==> config.mk <==
export PLATFORM = sky130hd
export DESIGN_NAME = cp0_intc_flat
export DESIGN_NICKNAME = d
export VERILOG_FILES = /design/src/rtl/cp0_pkg.sv /design/src/rtl/cp0_intc_if.sv /design/src/rtl/cp0_timer_chan.sv /design/src/rtl/cp0_intc.sv /design/src/flat_wrapper.sv
export SDC_FILE = /design/constraint.sdc
export NUM_CORES = 1
export LEC_CHECK = 0
export ABC_AREA = 1
export ABC_CLOCK_PERIOD_IN_PS = 2200
export BUFFER_PORTS_ARGS = -buffer_cell sky130_fd_sc_hd__buf_2
export CAP_MARGIN = 20
export CORE_MARGIN = 2
export CORE_UTILIZATION = 54
export CTS_CLUSTER_DIAMETER = 120
export DETAILED_ROUTE_END_ITERATION = 6
export PLACE_DENSITY = 0.77
export SYNTH_ARGS = -nofsm -noshare
export SYNTH_HDL_FRONTEND = slang
export SYNTH_SLANG_ARGS = --single-unit
==> constraint.sdc <==
create_clock -name clk -period 2.2 [get_ports clk]
set_input_delay 0.11 -clock clk [delete_from_list [all_inputs] [get_ports clk]]
set_output_delay 0.11 -clock clk [all_outputs]
set_load 0.01 [all_outputs]
==> src/rtl/cp0_pkg.sv <==
// cp0_pkg: shared constants for the CP0 interrupt/timer unit.
//   Register numbers (mtc0/mfc0 rd field), ExcCodes, Status/Cause
//   bit positions, reset/constant register values and a small helper
//   that tells whether an ExcCode latches BadVAddr.
package cp0_pkg;

  localparam logic [4:0] REG_BADVADDR = 5'd8;
  localparam logic [4:0] REG_COUNT    = 5'd9;
  localparam logic [4:0] REG_COMPARE  = 5'd11;
  localparam logic [4:0] REG_STATUS   = 5'd12;
  localparam logic [4:0] REG_CAUSE    = 5'd13;
  localparam logic [4:0] REG_EPC      = 5'd14;
  localparam logic [4:0] REG_CONFIG   = 5'd16;

  localparam logic [4:0] EXC_INT  = 5'd0;
  localparam logic [4:0] EXC_ADEL = 5'd4;
  localparam logic [4:0] EXC_ADES = 5'd5;

  // Status bit positions
  localparam int ST_IE    = 0;
  localparam int ST_EXL   = 1;
  localparam int ST_IM_LO = 8;
  localparam int ST_IM_HI = 15;

  // Cause bit positions
  localparam int CA_EXC_LO = 2;
  localparam int CA_EXC_HI = 6;
  localparam int CA_IP_LO  = 8;
  localparam int CA_IP_HI  = 15;
  localparam int CA_TI     = 30;
  localparam int CA_BD     = 31;

  localparam logic [31:0] STATUS_RST = 32'h0040_0000;
  localparam logic [31:0] CONFIG_VAL = 32'h0000_0001;

  // Only address-error exceptions capture the faulting address.
  function automatic logic is_addr_exc(input logic [4:0] code);
    return (code == EXC_ADEL) || (code == EXC_ADES);
  endfunction

endpackage

==> src/rtl/cp0_intc_if.sv <==
// cp0_intc_if: mtc0/mfc0 access bus of the CP0 unit.
//   we/waddr/wsel/wdata : write port (master drives)
//   raddr/rsel/rdata    : read port, rdata returned by the slave
// Handshake: we is a single-cycle write strobe with no ready; the slave
// accepts every write on the clock edge where we is high. Reads have no
// strobe at all: rdata is a combinational function of raddr/rsel and the
// current register state.
interface cp0_intc_if;
  logic        we;
  logic [4:0]  waddr;
  logic [2:0]  wsel;
  logic [31:0] wdata;
  logic [4:0]  raddr;
  logic [2:0]  rsel;
  logic [31:0] rdata;

  modport master (output we, waddr, wsel, wdata, raddr, rsel, input rdata);
  modport slave  (input we, waddr, wsel, wdata, raddr, rsel, output rdata);
endinterface

==> src/rtl/cp0_timer_chan.sv <==
// cp0_timer_chan: one Compare register and its sticky pending bit.
//   clk, rst  : clock, synchronous active-high reset
//   tick      : Count increments on this cycle
//   count     : current Count value
//   wr        : mtc0 to this channel's Compare
//   wdata     : write data
//   compare   : Compare register value
//   pending   : sticky match flag, cleared only by a Compare write
module cp0_timer_chan (
  input  logic        clk,
  input  logic        rst,
  input  logic        tick,
  input  logic [31:0] count,
  input  logic        wr,
  input  logic [31:0] wdata,
  output logic [31:0] compare,
  output logic        pending
);

  always_ff @(posedge clk) begin
    if (rst) begin
      compare <= '0;
      pending <= 1'b0;
    end else if (wr) begin
      // A Compare write acknowledges the interrupt and wins over a match.
      compare <= wdata;
      pending <= 1'b0;
    end else if (tick && (count == compare)) begin
      pending <= 1'b1;
    end
  end

endmodule

==> src/rtl/cp0_intc.sv <==
// cp0_intc: CP0 interrupt/timer unit (Count, Compare bank, Status, Cause,
// EPC, BadVAddr, Config).
//   clk, rst         : clock, synchronous active-high reset
//   bus              : mtc0/mfc0 access (cp0_intc_if.slave)
//   ext_int_i        : asynchronous level interrupts -> Cause.IP[2+i]
//   exc_valid_i ...  : exception commit (code, delay slot, PC, bad address)
//   eret_i           : eret commit, clears EXL
//   int_req_o        : registered interrupt request to the pipeline
//   timer_int_o      : per-channel sticky timer pending
//   status_o/cause_o/epc_o : architectural register values
// Optional feature macro CP0_SW_INT_EN: makes Cause[9:8] software-writable
// and lets them request interrupts; without it those bits are constant 0.
import cp0_pkg::*;

module cp0_intc #(
  parameter int NUM_EXT     = 6,
  parameter int NUM_TIMERS  = 1,
  parameter int SYNC_STAGES = 2,
  parameter int COUNT_DIV   = 2
) (
  input  logic                  clk,
  input  logic                  rst,
  cp0_intc_if.slave             bus,
  input  logic [NUM_EXT-1:0]    ext_int_i,
  input  logic                  exc_valid_i,
  input  logic [4:0]            exc_code_i,
  input  logic                  exc_delayslot_i,
  input  logic [31:0]           exc_pc_i,
  input  logic [31:0]           exc_badvaddr_i,
  input  logic                  eret_i,
  output logic                  int_req_o,
  output logic [NUM_TIMERS-1:0] timer_int_o,
  output logic [31:0]           status_o,
  output logic [31:0]           cause_o,
  output logic [31:0]           epc_o
);

  logic [31:0] count_q, status_q, epc_q, badvaddr_q;
  logic [3:0]  presc_q;
  logic        bd_q;
  logic [4:0]  exccode_q;
  logic [31:0] status_n, epc_n;
  logic [NUM_EXT-1:0] sync_q [SYNC_STAGES];
  logic [5:0]  ext_ip;
  logic [1:0]  sw_ip;
  logic [7:0]  ip;
  logic        tick, timer_any;
  logic [31:0] compare_q [NUM_TIMERS];
  logic [NUM_TIMERS-1:0] pending;

  function automatic logic wr_hit(input logic [4:0] addr);
    return bus.we && (bus.waddr == addr) && (bus.wsel == 3'd0);
  endfunction

  // ---------------- Count and prescaler ----------------
  assign tick = (presc_q == 4'(COUNT_DIV - 1));

  always_ff @(posedge clk) begin
    if (rst) begin
      count_q <= '0;
      presc_q <= '0;
    end else if (wr_hit(REG_COUNT)) begin
      count_q <= bus.wdata;
      presc_q <= '0;
    end else begin
      presc_q <= tick ? 4'd0 : presc_q + 4'd1;
      if (tick) count_q <= count_q + 32'd1;
    end
  end

  // ---------------- Compare channels ----------------
  for (genvar g = 0; g < NUM_TIMERS; g++) begin : g_timer
    cp0_timer_chan u_chan (
      .clk     (clk),
      .rst     (rst),
      .tick    (tick),
      .count   (count_q),
      .wr      (bus.we && (bus.waddr == REG_COMPARE) && (bus.wsel == 3'(g))),
      .wdata   (bus.wdata),
      .compare (compare_q[g]),
      .pending (pending[g])
    );
  end

  assign timer_any   = |pending;
  assign timer_int_o = pending;

  // ---------------- External line synchronisers ----------------
  always_ff @(posedge clk) begin
    if (rst) begin
      for (int i = 0; i < SYNC_STAGES; i++) sync_q[i] <= '0;
    end else begin
      sync_q[0] <= ext_int_i;
      for (int i = 1; i < SYNC_STAGES; i++) sync_q[i] <= sync_q[i-1];
    end
  end

  always_comb begin
    ext_ip = '0;
    ext_ip[NUM_EXT-1:0] = sync_q[SYNC_STAGES-1];
  end

  // ---------------- Software interrupt bits ----------------
`ifdef CP0_SW_INT_EN
  logic [1:0] sw_ip_q;
  always_ff @(posedge clk) begin
    if (rst)                   sw_ip_q <= '0;
    else if (wr_hit(REG_CAUSE)) sw_ip_q <= bus.wdata[9:8];
  end
  assign sw_ip = sw_ip_q;
`else
  assign sw_ip = 2'b00;
`endif

  // IP7 is shared by the timer and, when NUM_EXT is 6, the last external line.
  assign ip = {ext_ip[5] | timer_any, ext_ip[4:0], sw_ip};

  // ---------------- Status / EPC / BadVAddr / Cause ----------------
  // The mtc0 value is applied first; exception entry then overwrites only
  // the fields it owns, so untouched bits keep the written data.
  always_comb begin
    status_n = wr_hit(REG_STATUS) ? bus.wdata : status_q;
    if (exc_valid_i)  status_n[ST_EXL] = 1'b1;
    else if (eret_i)  status_n[ST_EXL] = 1'b0;

    epc_n = wr_hit(REG_EPC) ? bus.wdata : epc_q;
    if (exc_valid_i) epc_n = exc_delayslot_i ? exc_pc_i - 32'd4 : exc_pc_i;
  end

  always_ff @(posedge clk) begin
    if (rst) begin
      status_q   <= STATUS_RST;
      epc_q      <= '0;
      badvaddr_q <= '0;
      bd_q       <= 1'b0;
      exccode_q  <= EXC_INT;
      int_req_o  <= 1'b0;
    end else begin
      status_q <= status_n;
      epc_q    <= epc_n;
      if (exc_valid_i && is_addr_exc(exc_code_i)) badvaddr_q <= exc_badvaddr_i;
      else if (wr_hit(REG_BADVADDR))              badvaddr_q <= bus.wdata;
      if (exc_valid_i) begin
        bd_q      <= exc_delayslot_i;
        exccode_q <= exc_code_i;
      end
      // Built from current state, so it falls one cycle after EXL rises.
      int_req_o <= status_q[ST_IE] & ~status_q[ST_EXL] &
                   |(ip & status_q[ST_IM_HI:ST_IM_LO]);
    end
  end

  assign status_o = status_q;
  assign epc_o    = epc_q;
  assign cause_o  = {bd_q, timer_any, 14'b0, ip, 1'b0, exccode_q, 2'b00};

  // ---------------- Read mux ----------------
  always_comb begin
    bus.rdata = '0;
    if (bus.raddr == REG_COMPARE) begin
      for (int i = 0; i < NUM_TIMERS; i++)
        if (bus.rsel == 3'(i)) bus.rdata = compare_q[i];
    end else if (bus.rsel == 3'd0) begin
      case (bus.raddr)
        REG_BADVADDR: bus.rdata = badvaddr_q;
        REG_COUNT:    bus.rdata = count_q;
        REG_STATUS:   bus.rdata = status_q;
        REG_CAUSE:    bus.rdata = cause_o;
        REG_EPC:      bus.rdata = epc_q;
        REG_CONFIG:   bus.rdata = CONFIG_VAL;
        default:      bus.rdata = '0;
      endcase
    end
  end

endmodule

==> src/flat_wrapper.sv <==
// flat-port wrapper written by rule: the top's interface ports become plain ports
module cp0_intc_flat 
#(
  parameter int NUM_EXT     = 6,
  parameter int NUM_TIMERS  = 1,
  parameter int SYNC_STAGES = 2,
  parameter int COUNT_DIV   = 2
)
  (clk, rst, ext_int_i, exc_valid_i, exc_code_i, exc_delayslot_i, exc_pc_i, exc_badvaddr_i, eret_i, int_req_o, timer_int_o, status_o, cause_o, epc_o, bus_we, bus_waddr, bus_wsel, bus_wdata, bus_raddr, bus_rsel, bus_rdata);
  cp0_intc_if bus_i ();
  input  logic clk;
  input  logic rst;
  input  logic [NUM_EXT-1:0] ext_int_i;
  input  logic exc_valid_i;
  input  logic [4:0] exc_code_i;
  input  logic exc_delayslot_i;
  input  logic [31:0] exc_pc_i;
  input  logic [31:0] exc_badvaddr_i;
  input  logic eret_i;
  output logic int_req_o;
  output logic [NUM_TIMERS-1:0] timer_int_o;
  output logic [31:0] status_o;
  output logic [31:0] cause_o;
  output logic [31:0] epc_o;
  input wire logic [$bits(bus_i.we)-1:0] bus_we;
  input wire logic [$bits(bus_i.waddr)-1:0] bus_waddr;
  input wire logic [$bits(bus_i.wsel)-1:0] bus_wsel;
  input wire logic [$bits(bus_i.wdata)-1:0] bus_wdata;
  input wire logic [$bits(bus_i.raddr)-1:0] bus_raddr;
  input wire logic [$bits(bus_i.rsel)-1:0] bus_rsel;
  output wire logic [$bits(bus_i.rdata)-1:0] bus_rdata;
  assign bus_i.we = bus_we;
  assign bus_i.waddr = bus_waddr;
  assign bus_i.wsel = bus_wsel;
  assign bus_i.wdata = bus_wdata;
  assign bus_i.raddr = bus_raddr;
  assign bus_i.rsel = bus_rsel;
  assign bus_rdata = bus_i.rdata;
  cp0_intc #(.NUM_EXT(NUM_EXT), .NUM_TIMERS(NUM_TIMERS), .SYNC_STAGES(SYNC_STAGES), .COUNT_DIV(COUNT_DIV)) u_core (.clk(clk), .rst(rst), .bus(bus_i), .ext_int_i(ext_int_i), .exc_valid_i(exc_valid_i), .exc_code_i(exc_code_i), .exc_delayslot_i(exc_delayslot_i), .exc_pc_i(exc_pc_i), .exc_badvaddr_i(exc_badvaddr_i), .eret_i(eret_i), .int_req_o(int_req_o), .timer_int_o(timer_int_o), .status_o(status_o), .cause_o(cause_o), .epc_o(epc_o));
endmodule
### After elaboration in Yosys (flattened, before gate mapping)

Memory sizes are Yosys's and may differ from the RTL's.
Cells that the tools add are included.

| cells by class | value |
|---|---|
| add/sub/neg operators | 3 |
| eq/ne operators | 16 |
| multiplexer cells | 19 |
| bitwise gates (word level) | 7 |
| reductions and logical operators | 22 |

Operator list:

| operator | number |
|---|---|
| two-way mux 32 bit | 10 |
| one-hot mux 32 bit (6 select lines) | 1 |
| equality test 5 x 4 -> 1 bit (second input constant) | 11 |
| adder 32 x 1 -> 32 bit (second input constant) | 1 |
| equality test 32 bit | 1 |
| subtractor 32 x 3 -> 32 bit (second input constant) | 1 |
| logical AND 1 bit | 12 |
| two-way mux 6 bit | 2 |
| equality test 5 x 3 -> 1 bit (second input constant) | 2 |
| AND 8 bit | 1 |
| OR reduction 8 bit | 1 |
| logical NOT 3 bit | 2 |
| nonzero test 2 bit | 3 |
| equality test 5 bit (second input constant) | 1 |
| two-way mux 1 bit | 5 |
| adder 4 x 1 -> 4 bit (second input constant) | 1 |
| equality test 4 x 1 -> 1 bit (second input constant) | 1 |
| OR 1 bit | 3 |
| nonzero test 3 bit | 1 |
| OR reduction 3 bit | 1 |
| AND 1 bit | 2 |
| two-way mux 2 bit | 1 |
| OR reduction 2 bit | 1 |
| logical OR 1 bit | 1 |
| NOT 1 bit | 1 |

| storage, ports and cells | value |
|---|---|
| flip-flop bits (word level) | 172 |
| memory bits (writable) | 12 |
| input bits | 129 |
| output and inout bits | 130 |
| word-level logic and storage cells | 79 |
| memories | 1 |

Memories:

| memory | words | width | rd ports | clocked after Yosys merged registers in | wr ports | RTL line | RTL |
|---|---|---|---|---|---|---|---|
| u_core.sync_q | 2 | 6 | 2 | 0 | 2 | cp0_intc.sv:43 | `logic [NUM_EXT-1:0] sync_q [SYNC_STAGES];` |

### Longest topological paths before layout

| depth | value |
|---|---|
| word-level depth | 6 |
| depth in mapped cells | 13 |
| mapped depth without buffers | 13 |

### Cells and area by module

A second synthesis with hierarchy kept.

| unflattened totals | value |
|---|---|
| cell total of the unflattened synthesis | 1,704 |
| area total of the unflattened synthesis | 10,995.5 um^2 |

By module, submodules not included:

| module | instances | cells each | area an instance (um^2) | seq. area each (um^2) |
|---|---|---|---|---|
| cp0_intc | 1 | 1,449 | 9,354.0 | 3,022.9 |
| cp0_timer_chan | 1 | 255 | 1,641.6 | 660.6 |

### Worst setup path after synthesis

OpenSTA, ideal clock, no wires.

| path | value |
|---|---|
| path kind | register to register |
| start | register u_core.count_q[1] |
| end | register u_core.count_q[16] |
| library setup time | 0.128 ns |
| arrival | 1.430 ns |
| data required time | 2.072 ns |
| setup slack | 0.643 ns |
| cell stages (with the launch flop) | 11 |
| path buffers | 0 |
| period minus slack after synthesis | 1.557 ns |
| path through | dfxtp_1 > ha_1 > nand3_2 > inv_2 > nand2_4 > nor2_4 > and2_4 > nand2_1 > xor2_1 > a21oi_1 > nor2_1 |

| on the way | value |
|---|---|
| longest elaborated chain between the ends | 3 |

Ends and longest elaborated chain:

| element | RTL line | RTL |
|---|---|---|
| from (decl) | cp0_intc.sv:38 | `logic [31:0] count_q, status_q, epc_q, badvaddr_q;` |
| from (signal assigned) | cp0_intc.sv:63 | `count_q <= bus.wdata;` |
| from (signal assigned) | cp0_intc.sv:67 | `if (tick) count_q <= count_q + 32'd1;` |
| adder 32 x 1 -> 32 bit | cp0_intc.sv:67 |  |
| two-way mux 32 bit | cp0_intc.sv:67 |  |
| two-way mux 32 bit | cp0_intc.sv:62 | `end else if (wr_hit(REG_COUNT)) begin` |

Every way passes these cells. The select of a mux whose other input is x is not followed.
A chain may end at the register's enable or synchronous reset.

### Worst setup path in the final report

| path | value |
|---|---|
| start | input port exc_code_i[3] |
| end | register u_core.badvaddr_q[19] |

| on the way | value |
|---|---|
| longest elaborated chain between the ends | 4 |
| elaborated cells between the ends (all ways) | 6 |
| those cells by class | 2 x eq/ne; 1 x mux; 3 x reduce/logical |

Ends and longest elaborated chain:

| element | RTL line | RTL |
|---|---|---|
| from (decl) | flat_wrapper.sv:15 | `input logic [4:0] exc_code_i;` |
| equality test 5 x 3 -> 1 bit | cp0_pkg.sv:38 | `return (code == EXC_ADEL) \|\| (code == EXC_ADES);` |
| logical OR 1 bit (*) | cp0_pkg.sv:38 |  |
| logical AND 1 bit (*) | cp0_intc.sv:141 | `if (exc_valid_i && is_addr_exc(exc_code_i)) badvaddr_q <= exc_badvaddr_i;` |
| two-way mux 32 bit or nonzero test 2 bit (tied branches) | -- |  |
| to (signal assigned) | cp0_intc.sv:141 |  |
| to (signal assigned) | cp0_intc.sv:142 | `else if (wr_hit(REG_BADVADDR)) badvaddr_q <= bus.wdata;` |
| to (decl) | cp0_intc.sv:38 |  |

Every way passes the cells marked *; elsewhere a longest branch is shown, timed or not.

==> metrics.txt <==
Tcrit/Tclk final=between 90% and 100%; Clock Path Buffers=2; Crit path max-delay family=buffers and inverters; chip height=between 100 and 150 microns; top_reg_cell synth=dfxtp_1; vias in the first global route=approximately 11k; Initial DRT Pass Iterations=6; WP data arrival=2.50 ns; Crit. End Element=register; Congestion Overflow GR=0; crit path cell chain=dlygate4sd3_1 -> buf_2 -> nor3_1 -> nand3_1 -> inv_2 -> buf_4 -> nand2_1 -> a31oi_1 -> dlygate4sd3_1; I/O pin count=259; clock slew at reported path FFs=0.07 ns; diode count=0; crit path time final=about 2.1 ns; Slew @ Worst Pin=0.739 ns; largest net degree at the start of global routing=slightly above 90; global placement routability congestion=roughly 0.99; FF+latch count, synth=184; CP required=~2.6 ns; Skew-Pair Late Insertion Delay=between 0.4 and 0.5 ns; Worst Hold Class=input pin to register; Post CTS Setup Buffer Count=0; top cells by area, synth=dfxtp_1 (35%), nand2_1 (14%), o21ai_0 (6.7%), nor2_1 (5.7%), inv_1 (5.4%); Die Wd=about 140 microns; drt via density=just under 6; initial antenna violation count=0; core area=19300 sq um; Routed Antenna Nets=0; Fmax achieved=472 MHz; sequential fraction of the synthesis area=between 30% and 40%; nets=~2.0k; Post-synth EDFFs=0; Die ar.=slightly above 20000 sq um; CP Max Fanout=32; layout cell share with drive strength beyond 1=18.0%; via total after detailed routing=approximately 12k; DR DRC count=0; Synth-to-Final Area Change=24.4%; synth warn=0; CP most frequent cell=dlygate4sd3_1; Final Slew Violations=0; PortBufs=239; finished layout cell area=around 13000 sq um; Fin Setup TNS=0 ns; synth unique cells=48; row cnt=51; Final setup viols=0; H-tree depth=4; Area after DPL=between 10000 and 15000 sq um; Synth top area share=35.0%; DR iter-0 viols=around 1.4k; initial core utilization=around 55%; cell count after synthesis=between 1.5k and 2k; final WL=between 40 and 50 mm; Post-Syn Area=~11000 sq um; slowest library cell on the worst path=dlygate4sd3_1; CTS tree=yes; most common cell in the netlist=nand2_1; CP Launch Type=input pin; status=finished clean; RSZ-0062 raised after global routing=no; Commonest cells post-synth=nand2_1 (391), dfxtp_1 (184), nor2_1 (159), inv_1 (152), o21ai_0 (141); biggest area consumer among synthesized cells=dfxtp_1; Leak=5.75 nW; mean post-synth cell area=6.62 sq um; Rel. slew slack=between 50% and 60%; CP Buf/Inv Count=5; R2R Setup Slk=roughly 0.28 ns; clk sinks=approximately 180; CTS root buf=clkbuf_16; CTS Buf Count=17; first-pass GRT wire length=approximately 63 mm; critical path class=input pin to register; Fin. Hold Viols=0; wire length per cell=~20 microns; Max VDD drop=515 uV; Power Density=between 500 and 600 nW/um^2; Synth async-reset ratio=0%; Worst Skew=~0.010 ns; max cap viols=0; gr usage total=between 40% and 50%; HPWL Detailed=around 32 mm; Critical Path Max Stage Delay=0.56 ns
## timing repair
action	in CTS	in global routing
resized for setup	0	0
hold endpoints to repair	48	0
hold buffers	64	0
## sequential cells by signal, summed over array words and instances, names as in the netlist
name,flops
u_core.badvaddr_q,32
u_core.int_req_o,1
u_core.presc_q,4
u_core.g_timer.u_chan.pending,1
u_core.g_timer.u_chan.compare,32
u_core.bd_q,1
u_core.exccode_q,5
u_core.sync_q,12
u_core.status_o,32
u_core.count_q,32
u_core.epc_o,32
## logic make-up after synthesis
| group | count (synthesis) | synth area share (%) |
|---|---|---|
| DFF | 184 | 35.0 |
| buffers and inverters | 273 | 11.3 |
| xor gates and xnor gates | 69 | 5.74 |
| AOI/OAI and AO/OA | 388 | 21.0 |
| and+or+nand+nor | 670 | 26.5 |
| other | 1 | 0.0356 |
| adders and majority gates | 4 | 0.475 |
## worst paths after layout
kind / from / end / cells past startpoint
hold / removal: exc_pc_i[21] / u_core.epc_o[21] / 4
setup reg to reg: u_core.count_q[1] / u_core.count_q[28] / 11
hold reg to reg: u_core.sync_q[0][5] / u_core.sync_q[0][11] / 2
setup / recovery: exc_code_i[3] / u_core.badvaddr_q[19] / 9
## per-stage QoR
step / hold WS (ns) / setup slack [ns] / util [%] / std cells / power (W)
finish: 0.0133 / 0.0822 / 68.0 / 2128 / 0.00779
global route: 0.0213 / 0.0268 / 68.0 / 2128 / 0.00799
CTS: 0.00501 / 0.136 / 68.0 / 2128 / 0.00775
detailed placement: 0.322 / 0.300 / 61.4 / 2032 / 0.00448
global placement: 0.313 / 0.319 / 61.4 / 2032 / 0.00447
floorplan: 0.217 / 0.643 / - / 1607 / 0.00405
## layer usage
layer	wire length (microns)	share of wire [%]	global-route usage (%)	up-vias
li1	-	-	-	5721
met1	17500	41	55.9	5684
met2	18200	43	60.8	797
met3	5210	12	11.8	119
met4	1660	3.9	14.1	0
met5	0	0	0	-
## report_power, final
part           total [W]  internal, W  switching (W)
Sequential       0.00351      0.00342      0.0000974
Combinational    0.00102     0.000371       0.000648
Clock            0.00326      0.00183        0.00142
Total            0.00779      0.00562        0.00217
## area by class of cell
cell class	instances	area (sq um)
clock buffers	19	443
inverters	158	593
fillers	1777	6180
clock inverters	13	170
multi-input cells	1150	5730
repair buffers	339	2140
well taps	265	332
flip-flops and latches	184	3680
## cell usage in the layout, fill, tap and decap left out, drive strengths merged, types with 59 or more instances in the layout
| cell | n |
|---|---|
| nand2 | 394 |
| buf | 275 |
| dfxtp | 184 |
| nor2 | 168 |
| inv | 159 |
| o21ai | 143 |
| a21oi | 112 |
| dlygate4sd3 | 64 |
| nand3 | 63 |
| a31oi | 59 |
## worst min-delay path, stage by stage
cell,delay [ns]
buf_2,0.12
o21ai_0,0.09
nand2_1,0.06
inv_1,0.03
No activity file was read; power rests on OpenSTA's default activity.
